===== src/rtl/lock_array_pkg.sv =====
// Shared types for the lock channel array: per-channel state encoding and the
// counter width helper.
package lock_array_pkg;

    typedef enum logic [1:0] {
        STATE_CLOSED  = 2'd0,
        STATE_OPENING = 2'd1,
        STATE_OPENED  = 2'd2,
        STATE_CLOSING = 2'd3
    } state;

    // Wide enough for the largest reload value plus a spare bit.
    function automatic int count_width(input int open_cycles,
                                       input int close_cycles,
                                       input int hold_cycles);
        int m;
        m = 1;
        if (open_cycles > m)  m = open_cycles;
        if (close_cycles > m) m = close_cycles;
        if (hold_cycles > m)  m = hold_cycles;
        return $clog2(m) + 1;
    endfunction

endpackage


===== src/rtl/lock_channel.sv =====
// One lock channel: CLOSED/OPENING/OPENED/CLOSING machine with a shared
// down-counter used for travel time and the auto-close hold timer.
//
// state   | meaning
// --------+-------------------------------------------------------------
// CLOSED  | at rest, waits for open (blocked by lockout)
// OPENING | travelling open for OPEN_CYCLES cycles; close/lockout ignored
// OPENED  | open; close/lockout/hold timeout start closing, open re-arms
// CLOSING | travelling closed for CLOSE_CYCLES cycles; obstruct reverses
module lock_channel
    import lock_array_pkg::*;
#(
    parameter int OPEN_CYCLES  = 1,
    parameter int CLOSE_CYCLES = 1,
    parameter int HOLD_CYCLES  = 0
) (
    input  logic       clk,
    input  logic       rst,
    input  logic       open,
    input  logic       close,
    input  logic       obstruct,
    input  logic       lockout,
    output logic [1:0] chan_state,
    output logic       opened,
    output logic       closed,
    output logic       auto_close
);

    localparam int CW = count_width(OPEN_CYCLES, CLOSE_CYCLES, HOLD_CYCLES);
    localparam logic [CW-1:0] OPEN_LOAD  = CW'(OPEN_CYCLES - 1);
    localparam logic [CW-1:0] CLOSE_LOAD = CW'(CLOSE_CYCLES - 1);
    localparam logic [CW-1:0] HOLD_LOAD  = (HOLD_CYCLES == 0) ? '0 : CW'(HOLD_CYCLES - 1);
    localparam logic          HOLD_EN    = (HOLD_CYCLES != 0);

    state          cur_st, nxt_st;
    logic [CW-1:0] cnt, nxt_cnt;
    logic          nxt_auto;

    always_ff @(posedge clk or negedge rst) begin
        if (!rst) begin
            cur_st     <= STATE_CLOSED;
            cnt        <= '0;
            auto_close <= 1'b0;
        end else begin
            cur_st     <= nxt_st;
            cnt        <= nxt_cnt;
            auto_close <= nxt_auto;
        end
    end

    always_comb begin
        nxt_st   = cur_st;
        nxt_cnt  = cnt;
        nxt_auto = 1'b0;
        case (cur_st)
            STATE_CLOSED: begin
                if (open && !lockout) begin
                    nxt_st  = STATE_OPENING;
                    nxt_cnt = OPEN_LOAD;
                end
            end
            STATE_OPENING: begin
                if (cnt == '0) begin
                    nxt_st  = STATE_OPENED;
                    nxt_cnt = HOLD_LOAD;
                end else begin
                    nxt_cnt = cnt - CW'(1);
                end
            end
            STATE_OPENED: begin
                if (close || lockout) begin
                    nxt_st  = STATE_CLOSING;
                    nxt_cnt = CLOSE_LOAD;
                end else if (open) begin
                    nxt_cnt = HOLD_LOAD;
                end else if (HOLD_EN && cnt == '0) begin
                    nxt_st   = STATE_CLOSING;
                    nxt_cnt  = CLOSE_LOAD;
                    nxt_auto = 1'b1;
                end else if (HOLD_EN) begin
                    nxt_cnt = cnt - CW'(1);
                end
            end
            STATE_CLOSING: begin
                // Reversal beats both completion and lockout.
                if (obstruct) begin
                    nxt_st  = STATE_OPENING;
                    nxt_cnt = OPEN_LOAD;
                end else if (cnt == '0) begin
                    nxt_st = STATE_CLOSED;
                end else begin
                    nxt_cnt = cnt - CW'(1);
                end
            end
            default: begin
                nxt_st  = STATE_CLOSED;
                nxt_cnt = '0;
            end
        endcase
    end

    always_comb begin
        chan_state = cur_st;
        opened     = (cur_st == STATE_OPENED);
        closed     = (cur_st == STATE_CLOSED);
    end

endmodule


===== src/rtl/lock_array.sv =====
// Array of independent lock channels sharing clock, reset and global lockout.
module lock_array
    import lock_array_pkg::*;
#(
    parameter int N_LOCKS      = 4,
    parameter int OPEN_CYCLES  = 1,
    parameter int CLOSE_CYCLES = 1,
    parameter int HOLD_CYCLES  = 0
) (
    input  logic                 clk,
    input  logic                 rst,
    input  logic [N_LOCKS-1:0]   open,
    input  logic [N_LOCKS-1:0]   close,
    input  logic [N_LOCKS-1:0]   obstruct,
    input  logic                 lockout,
    output logic [2*N_LOCKS-1:0] state,
    output logic [N_LOCKS-1:0]   opened,
    output logic [N_LOCKS-1:0]   closed,
    output logic [N_LOCKS-1:0]   auto_close
);

    for (genvar i = 0; i < N_LOCKS; i++) begin : g_chan
        lock_channel #(
            .OPEN_CYCLES  (OPEN_CYCLES),
            .CLOSE_CYCLES (CLOSE_CYCLES),
            .HOLD_CYCLES  (HOLD_CYCLES)
        ) u_chan (
            .clk        (clk),
            .rst        (rst),
            .open       (open[i]),
            .close      (close[i]),
            .obstruct   (obstruct[i]),
            .lockout    (lockout),
            .chan_state (state[2*i +: 2]),
            .opened     (opened[i]),
            .closed     (closed[i]),
            .auto_close (auto_close[i])
        );
    end

endmodule


===== config.mk =====
export PLATFORM = sky130hd
export DESIGN_NAME = lock_array
export DESIGN_NICKNAME = d
export VERILOG_FILES = /design/src/rtl/lock_array_pkg.sv /design/src/rtl/lock_channel.sv /design/src/rtl/lock_array.sv
export SDC_FILE = /design/constraint.sdc
export NUM_CORES = 1
export LEC_CHECK = 0
export ABC_AREA = 1
export CAP_MARGIN = 5
export CORE_MARGIN = 1
export CORE_UTILIZATION = 40
export CTS_CLUSTER_DIAMETER = 150
export DETAILED_ROUTE_END_ITERATION = 12
export PLACE_DENSITY = 0.86
export SKIP_CTS_REPAIR_TIMING = 1
export SLEW_MARGIN = 10
export SYNTH_ARGS = -nofsm -noshare
export SYNTH_HDL_FRONTEND = slang
export SYNTH_SLANG_ARGS = --single-unit

===== constraint.sdc =====
create_clock -name clk -period 1.3 [get_ports clk]
set_input_delay 0.26 -clock clk [delete_from_list [all_inputs] [get_ports clk]]
set_output_delay 0.26 -clock clk [all_outputs]
set_load 0.005 [all_outputs]

# == Word level (Yosys, flattened, before mapping) ==
# Cells that the tools add are included.
# totals
out_inout_bits,20
reg_bits,12
word_cells,113
# classes
eq_ne,32
mux,48
add_sub_neg,4
reduce_logical,21
# ops
cell,count
$mux 2,20
$pmux 2 s4,4
$ne 2x2->1 const B,12
$ne 3x3->1 const B,8
$mux 1,20
$eq 2x2->1 const B,8
$pmux 1 s4,4
$reduce_and 4->1,4
$eq 2x1->1 const B,4
$logic_not 2->1,4
$reduce_and 2->1,4
$logic_and 1x1->1,4
$logic_or 1x1->1,4
$sub 1x1->1 const B,4
$logic_not 1->1,1

# == Depth between registers and ports, before layout ==
# depth
word_depth,4
mapped_depth,7

# == Cells and area by module ==
# A second synthesis with hierarchy kept.
# unflattened
hier_cells,100
area_unflattened_um2,695.7
# by_module_without_submodules
module,area_per_inst_um2,n_inst,seq_area_each_um2,cells_per_inst
lock_channel,173.9,4,50.0,25

# == Worst setup path before layout ==
# OpenSTA, ideal clock, no wires.
# synth_timing
kind,flip-flop to output port
startpoint,reg g_chan[0].u_chan.cur_st[0]
endpoint,out closed[0]
n_path_buf,1
stages_incl_launch_ff,4
path_slack_ns,0.227
arrival_ns,0.813
cell_sequence,dfrtp_1 > inv_1 > ha_1 > buf_4
# synth_between
elab_chain_cells,1
# synth_rtl
element,line,source
from (decl),lock_channel.sv:35,"state cur_st, nxt_st;"
from (signal assigned),lock_channel.sv:45,cur_st <= nxt_st;
$logic_not 2->1,lock_channel.sv:105,closed = (cur_st == STATE_CLOSED);
to (decl),lock_array.sv:18,"output logic [N_LOCKS-1:0] closed,"
# Every way passes these cells.

# == Final worst setup path ==
# layout_timing
startpoint,reg g_chan[2].u_chan.cur_st[0]
endpoint,out closed[2]
# layout_between
elab_chain_cells,1
# layout_rtl
element,line
from (decl),lock_channel.sv:35
from (signal assigned),lock_channel.sv:45
$logic_not 2->1,lock_channel.sv:105
# Every way passes these cells.

==> flow_summary.ini <==
[critical_path]
worst-endpoint-arrival_ns = 1.07
crit_path_frequent_cell = buf_6
crit_type = flop to primary output
end_kind = primary output
cp.required_ns = 1.04
crit_buf_inv = 3
path_max_fanout = 3
cp-start-kind = flop
worstPathCellList = inv_2 -> buf_6 -> ha_4 -> buf_6
cp_slowest_stage_delay_ns = 0.37
path_delay_family = flip-flops
slowest_stage = dfrtp_1

[cts]
clkTransAtPathRegs_ns = 0.06
cts_sinks = 8
cts_buffer_depth = 2
numCtsBuffers = 3
tritoncts = done
clk_latency_ns = 0.25
htreeDepth = 1
clockRootBuffer = clkbuf_4

[floorplan]
ios = 35
dieHeight_microns = 44.8
rows = 15
die-area_sq_um = 2010
initial_utilization_pct = 42.5
fp.dieW_microns = 44.8
core_sq_um = 1730

[cells_and_area]
nFillCells = 118
area_delta_synth_final_pct = 69.6
layout-drive-gt1-share_pct = 36.6
finalInstanceArea_sq_um = 1240
antenna_cells = 0
instances_no_fill = 170
largest_register_ffs = 8
num-nets-final = 174
final_util_pct = 72.0

[synthesis]
synth_seq_cells = 8
synth_cells = 102
synthTopCellsByArea = dfrtp_1 27%, ha_1 20%, nand2_1 20%
yosys_most_used_dff = dfrtp_1
yosysTopAreaCell = dfrtp_1
synth_cell_types = 11
synthMostInstantiatedCell = nand2_1
yosys_warnings = 0
yosys-top-cells-count = 40 x nand2_1, 12 x buf_4, 12 x ha_1
synth_enable_flop_cells = 0
synth_top_area_share_pct = 27.3
async_reset_ff_share_pct = 100
ys_seq_area_share_pct = 27.3
netlist_area_sq_um = 733
avgSynthCellArea_sq_um = 7.19

[routing]
via_per_inst = 4.49
drt_wl_total_mm = 1.89
first_pass_iters = 5
first_iter_violations = 8
vias = 763
wl_per_cell_microns = 11.1
ant_nets = 0
drcViolationCount = 0

[sta]
rsz0062_at_grt = yes
fin_crit_ns = 1.33
period_share_pct = 102
hold_violations = 0
drv_slew = 0
finalSetupViolCount = 1
fin_ws_ns = -0.0259
clock_skew_ns = 0.000301
fmax_mhz = 754

[placed_design]
place_inst = 159
pre_cts_ws_ns = -0.117
gp_congestion = 0.786
hpwl_mm = 1.28
port_buffers = 30
place_area_sq_um = 1070

[power_and_ir_drop]
ir_worst_vdd_uv = 1080
total_power_w = 0.00289
power.density_nw_per_um2 = 2330
cellLeakagePower_nw = 0.706

[worst_hold_path]
hold_class = input pin to async pin

[global_route]
gr-total-overflow = 0
grt_util_all_layers_pct = 16.2
antenna_found_initial = 0
grt_max_degree = 9
grt_pass1_vias = 576
grt_pass1_wl_mm = 2.32

[status]
status = finished with violations
violations = negative setup slack

[job]
maxCapViolCount = 0
==> kinds of logic (layout without fill, tap and decap cells) <==
kind of cell	Yosys count	after routing	share of synthesized area (%)
simple gates	56	56	32.8
other cells	1	4	0.511
flops	8	8	27.3
fa+ha+maj	12	12	20.5
buf+inv	25	65	18.9
==> per-layer routing <==
metal	routed length, microns	share of wire [%]	global-route usage, %
met1	791	42	18.1
met2	994	52	28.2
met3	70	3.7	3.20
met4	38	2.0	10.3
met5	0	0	0
==> path summary, 6_finish.rpt <==
| path | end | slack (ns) | cells past startpoint | startpoint |
|---|---|---|---|---|
| max reg2reg | g_chan[3].u_chan.chan_state[0] | 0.08 | 7 | g_chan[3].u_chan.chan_state[0] |
| min | g_chan[3].u_chan.chan_state[1] | 0.30 | 1 | rst |
| min in group clk | g_chan[3].u_chan.chan_state[1] | 0.63 | 3 | g_chan[3].u_chan.chan_state[1] |
| max | closed[2] | -0.03 | 4 | g_chan[2].u_chan.chan_state[0] |
| min reg2reg | g_chan[3].u_chan.chan_state[1] | 0.63 | 3 | g_chan[3].u_chan.chan_state[1] |
| max in group asynchronous | g_chan[0].u_chan.chan_state[0] | 0.72 | 1 | rst |
==> cell type report <==
type / count / area, sq um / area share, %
multi-input cells: 72 / 485 / 39.0
repair buffers: 49 / 453 / 36.4
flip-flops and latches: 8 / 200 / 16.1
inverters: 13 / 51.3 / 4.12
well taps: 25 / 31.3 / 2.52
clock buffers: 3 / 22.5 / 1.81
==> per-stage QoR <==
step                      hold WS (ns)  setup TNS (ns)
after floorplan                -0.0356               0
after global placement           0.515          -0.980
after detailed placement         0.538           -1.29
after CTS                        0.304           -4.58
after global routing             0.308          -0.195
final                            0.298         -0.0259
==> report_power, final <==
group	internal [W]	total (W)	switching [W]
combinational	0.00121	0.00221	0.00100
clock	0.000105	0.000183	0.0000778
sequential	0.000392	0.000495	0.000104
==> cell usage in the layout (no fill, tap or decap), drive strengths merged <==
cell and n:
clkdlybuf4s50 14, nand3 4, clkbuf 9, ha 12, dfrtp 8, buf 22, nand2 44, nor2 4
conb 4, dlymetal6s2s 7, inv 13, nand3b 4
Power figures use the tool's default switching activity.
